`config.mk`:
```
export PLATFORM = sky130hd
export DESIGN_NAME = round_sequencer
export DESIGN_NICKNAME = d
export VERILOG_FILES = /design/src/rtl/round_sequencer.sv
export SDC_FILE = /design/constraint.sdc
export NUM_CORES = 1
export LEC_CHECK = 0
export ABC_AREA = 1
export CORE_UTILIZATION = 48
export DETAILED_ROUTE_END_ITERATION = 6
export PLACE_DENSITY = 0.76
export SLEW_MARGIN = 20
export SYNTH_ARGS = -nofsm -noshare
export SYNTH_HDL_FRONTEND = slang
export SYNTH_SLANG_ARGS = --single-unit
```
`constraint.sdc`:
```
create_clock -name clk -period 1.46 [get_ports clk]
set_clock_uncertainty 0.2 [all_clocks]
set_input_delay 0.146 -clock clk [delete_from_list [all_inputs] [get_ports clk]]
set_output_delay 0.146 -clock clk [all_outputs]
set_load 0.02 [all_outputs]
```
`src/rtl/round_sequencer.sv`:
```
// Turn sequencer for the fighting-game core: gathers one action per player,
// strobes the pair into the core, then watches for a winner.
module round_sequencer #(
  parameter int         TIMEOUT_CYCLES = 1000,
  parameter int         SETTLE_CYCLES  = 2,
  parameter logic [2:0] IDLE_ACTION    = 3'b000,
  parameter int         ROUND_W        = 8
) (
  input  logic               clk,
  input  logic               resetGame,
  input  logic               p1_req,
  input  logic [2:0]         p1_action,
  input  logic               p2_req,
  input  logic [2:0]         p2_action,
  input  logic               firstWin,
  input  logic               secondWin,
  output logic [2:0]         action1,
  output logic [2:0]         action2,
  output logic               actionEnable,
  output logic               p1_locked,
  output logic               p2_locked,
  output logic               timeout_flag,
  output logic [ROUND_W-1:0] round_count,
  output logic               match_over
);

  localparam int TW = $clog2(TIMEOUT_CYCLES + 1);
  localparam int SW = $clog2(SETTLE_CYCLES + 1);
  localparam logic [TW-1:0] TLAST = TW'(TIMEOUT_CYCLES - 1);
  localparam logic [SW-1:0] SLAST = SW'(SETTLE_CYCLES - 1);

  typedef enum logic [1:0] {
    COLLECT, ISSUE, SETTLE, OVER
  } state_t;

  state_t state, state_n;
  logic [TW-1:0] timer, timer_n;
  logic [SW-1:0] scnt, scnt_n;
  logic [2:0] a1_n, a2_n;
  logic en_n, l1_n, l2_n, tf_n, ov_n;
  logic [ROUND_W-1:0] rc_n;
  logic take1, take2, win;

  assign take1 = p1_req && !p1_locked;
  assign take2 = p2_req && !p2_locked;
  assign win   = firstWin | secondWin;

  always_comb begin
    state_n = state;
    timer_n = timer;
    scnt_n  = scnt;
    a1_n    = action1;
    a2_n    = action2;
    en_n    = 1'b0;
    l1_n    = p1_locked;
    l2_n    = p2_locked;
    tf_n    = timeout_flag;
    ov_n    = match_over;
    rc_n    = round_count;
    unique case (state)
      COLLECT: begin
        if (win) begin
          state_n = OVER;
          ov_n    = 1'b1;
        end else begin
          if (take1) begin
            a1_n = p1_action;
            l1_n = 1'b1;
          end
          if (take2) begin
            a2_n = p2_action;
            l2_n = 1'b1;
          end
          if (take1 || take2) tf_n = 1'b0;
          if (p1_locked ^ p2_locked) timer_n = timer + TW'(1);
          // A real late submission beats the timeout on the same edge
          if (!(l1_n && l2_n) && (p1_locked ^ p2_locked)
              && timer == TLAST) begin
            if (!l1_n) a1_n = IDLE_ACTION;
            if (!l2_n) a2_n = IDLE_ACTION;
            l1_n = 1'b1;
            l2_n = 1'b1;
            tf_n = 1'b1;
          end
          if (l1_n && l2_n) begin
            state_n = ISSUE;
            en_n    = 1'b1;
            if (!(&round_count)) rc_n = round_count + ROUND_W'(1);
          end
        end
      end
      ISSUE: begin
        state_n = SETTLE;
        scnt_n  = '0;
      end
      SETTLE: begin
        if (scnt == SLAST) begin
          if (win) begin
            state_n = OVER;
            ov_n    = 1'b1;
          end else begin
            state_n = COLLECT;
            l1_n    = 1'b0;
            l2_n    = 1'b0;
            tf_n    = 1'b0;
            timer_n = '0;
          end
        end else begin
          scnt_n = scnt + SW'(1);
        end
      end
      OVER: begin
        state_n = OVER;
      end
    endcase
  end

  always_ff @(posedge clk or negedge resetGame) begin
    if (!resetGame) begin
      state        <= COLLECT;
      timer        <= '0;
      scnt         <= '0;
      action1      <= IDLE_ACTION;
      action2      <= IDLE_ACTION;
      actionEnable <= 1'b0;
      p1_locked    <= 1'b0;
      p2_locked    <= 1'b0;
      timeout_flag <= 1'b0;
      round_count  <= '0;
      match_over   <= 1'b0;
    end else begin
      state        <= state_n;
      timer        <= timer_n;
      scnt         <= scnt_n;
      action1      <= a1_n;
      action2      <= a2_n;
      actionEnable <= en_n;
      p1_locked    <= l1_n;
      p2_locked    <= l2_n;
      timeout_flag <= tf_n;
      round_count  <= rc_n;
      match_over   <= ov_n;
    end
  end

endmodule

```
==> results by group <==
Power and ir drop
  – Switching Power: 0.411 mW
  – Combinational power share: 3.9%
  – Int Pwr: 1.51 mW
  – Tot Pwr: 1.92 mW
  – Worst vdd ir: 752 uV
  – Seq pwr share: 47.7%
  – Leak Pwr: 1.63 nW
  – Switching Share: 21.4%
  – Clk pwr share: 48.4%
  – PwrDens: 614 nW/um^2

Floorplan
  – Chip width: 65.6 um
  – # rows: 22
  – Die area: 4310 um^2
  – Initial Util: 51.6%
  – Die height: 65.6 um
  – Floorplan core area: 3770 um^2
  – I/O Pins: 31

Timing
  – RSZ-0062 raised after global routing: yes
  – Slew @ Worst Pin: 0.322 ns
  – Share of the clock period used by the worst path: 114%
  – Relative slew slack: 78.5%
  – Setup violators final: 30
  – Final Hold Fails: 0
  – Final WS setup: -0.200 ns
  – Max Slew Vio Count: 0
  – Fmax: 603 MHz
  – Crit path time final: 1.66 ns

Global route
  – Number of global-route vias before repair: 2117
  – First-pass GRT wire length: 9380 um
  – Grt total ovfl: 0
  – Initial antenna violation count: 0
  – Pin count of the biggest net entering global routing: 34
  – Gr usage total: 29.5%

Status
  – Failing checks: setup timing
  – Status: complete, but fails checks

Yosys
  – Post-Syn Area: 1940 um^2
  – FFs w/ async S/R, synth: 100%
  – Main synth FF type: dfrtp_1
  – Main combinational cell family by area after synthesis: simple AND/OR/NAND/NOR gates
  – Synth Warn #: 0
  – Area share of the largest cell type after synthesis: 42.5%
  – Synth unique cells: 28
  – Mapped Avg Cell Area: 7.72 um^2
  – Post-Synth Adder-Cell Area: 1.93%
  – Simple-gate share of the synthesized area: 34.0%
  – Number of flops mapped to enable cells by yosys: 0
  – Proportion of synthesized area in mux cells: 0%
  – XOR/XNOR Fraction of Synth Area: 2.70%
  – Seq/Total Area, Yosys: 42.5%
  – Cell count after synthesis: 252
  – Syn_nets: 267
  – Top post-synthesis cells by area: dfrtp_1 42%, nand2_1 13%, inv_1 8.3%
  – Synth area leader: dfrtp_1
  – Synth Register Bits: 33
  – Compound-cell area share of the yosys netlist: 8.43%

Cells and area
  – Most frequent cells in the layout: 51 x buf_4, 49 x nand2_1, 38 x inv_1, 27 x dfrtp_1
  – Fillers: 214
  – Commonest non-fill, non-tap cell in the layout: buf_4
  – Layout area overhead: 60.7%
  – Diodes inserted: 0
  – Layout Nets: 362
  – Final core utilization: 82.8%
  – Share of layout cells above drive strength 1: 41.7%

Clocking
  – CTS root buf: clkbuf_8
  – TritonCTS clock tree: yes
  – Worst-path clk slew: 0.08 ns
  – Clock latency on the worst-skew pair: 0.30 ns
  – Sinks on Clock Net: 33
  – Clk buf depth: 2
  – CTS Buf Count: 5
  – H-tree lvl count: 2
  – Hold_buf cts: 0

Drt
  – Post-route DRC: 0
  – Routed WL: 6030 um
  – Max layer used: met4
  – Final ANT Viol Nets: 0
  – Detailed Routing Iterations Pass 1: 4
  – WL met3: 263 um
  – Via density: 5.24
  – Wire length on met2: 3190 um
  – Met1 wire length: 2380 um
  – Via count: 2077
  – Routed len/inst: 15.2 um
  – DR iter-0 viols: 81

Placement
  – Buffers on Ports: 30
  – Detail Placement HPWL: 3530 um
  – Routability-driven placement congestion ratio: 0.804

Setup path
  – Endpoint class of the critical path: flop
  – Worst endpoint data arrival time: 1.69 ns
  – Crit-path max FO: 8
  – CP Class: flop to flop
  – CP required: 1.49 ns
  – Startpoint types: flop

Worst hold path
  – Hold Path Class: input pin to async pin

Flow run
  – MaxCap Viol Count: 0
## logic make-up after synthesis
logic type | after synthesis
buffers and inverters | 52
AO/OA/AOI/OAI | 26
XOR/XNOR | 6
AND/OR/NAND/NOR | 132
flip-flops | 33
adder cells (fa/ha/maj) | 3
## flip-flops by register name (all words and copies together), names as in the netlist
signal	cells
round_count	8
p1_locked	1
actionEnable	1
action2	3
p2_locked	1
timer	10
state	2
action1	3
timeout_flag	1
match_over	1
scnt	2
## what timing repair did
action	in CTS	in global routing
endpoints found under the hold margin	0	0
resized for setup	61	37
buffers inserted	9	9
endpoints found under the setup margin	46	32
pin swaps	9	13
## worst max-delay path: stages (launching register included)
cell and delay, ns:
dfrtp_1 0.40, ha_4 0.18, inv_4 0.05, nor2_4 0.11
nand3_4 0.09, o21bai_4 0.19, buf_6 0.17, nand4_1 0.11
nand2_2 0.09
## cell usage after synthesis (3+ instances only)
cell,n
nor2_2,4
dfrtp_1,33
nand2_2,3
nand2_1,66
xor2_1,4
nand3_1,14
inv_1,43
o21ai_1,4
nand3_4,3
o21ai_0,10
nor2_4,3
a21oi_1,4
or2_2,3
nor3_1,3
ha_1,3
nand4_1,15
nor2_1,15
inv_2,7
## power by group through the flow
stage | registers, mW | clock network [mW] | logic [mW]
floorplan | 0.935 | 0 | 0.00462
global placement | 0.933 | 0 | 0.0704
detailed placement | 0.933 | 0 | 0.0715
CTS | 0.916 | 0.926 | 0.0728
global route | 0.915 | 0.983 | 0.0810
finish | 0.915 | 0.929 | 0.0747
## area by class of cell
| type | count | area [um^2] | area share, % |
|---|---|---|---|
| Clock inverter | 2 | 37.5 | 1.20 |
| Inverter | 50 | 193 | 6.17 |
| Clock buffer | 6 | 82.6 | 2.64 |
| Multi-Input combinational cell | 167 | 1140 | 36.5 |
| Timing Repair Buffer | 90 | 778 | 24.9 |
| Sequential cell | 33 | 833 | 26.7 |
| Tap cell | 48 | 60.1 | 1.92 |
## routing by layer
metal / up-vias / GRT usage, %
met2: 61 / 51.5
met1: 999 / 31.8
met3: 22 / 7.47
met5: - / 0
met4: 0 / 17.1
li1: 995 / -
## path summary, 6_finish.rpt
kind                             from             end  slack, ns  cells after the start
setup reg to reg             timer[1]  round_count[2]      -0.20                      8
setup / recovery             timer[1]  round_count[2]      -0.20                      8
hold reg to reg            match_over      match_over       0.28                      1
max in group asynchronous   resetGame  round_count[1]       0.84                      2
min in group clk           match_over      match_over       0.28                      1
hold / removal              resetGame      match_over       0.01                      2
## metrics by stage
step / TNS, ns / setup WS [ns] / cell area, um^2 / std cells / hold slack [ns]
2_1_floorplan: -1.36 / -0.150 / 1970 / 252 / -0.350
6_report: -4.31 / -0.200 / 3120 / 396 / 0.00958
5_1_grt: -6.54 / -0.279 / 3120 / 396 / 0.0273
4_1_cts: -3.25 / -0.205 / 2990 / 390 / 0.0186
3_5_place_dp: -6.82 / -0.400 / 2690 / 373 / 0.270
3_3_place_gp: -5.57 / -0.292 / 2690 / 373 / 0.257
No activity file was read; power rests on OpenSTA's default activity.
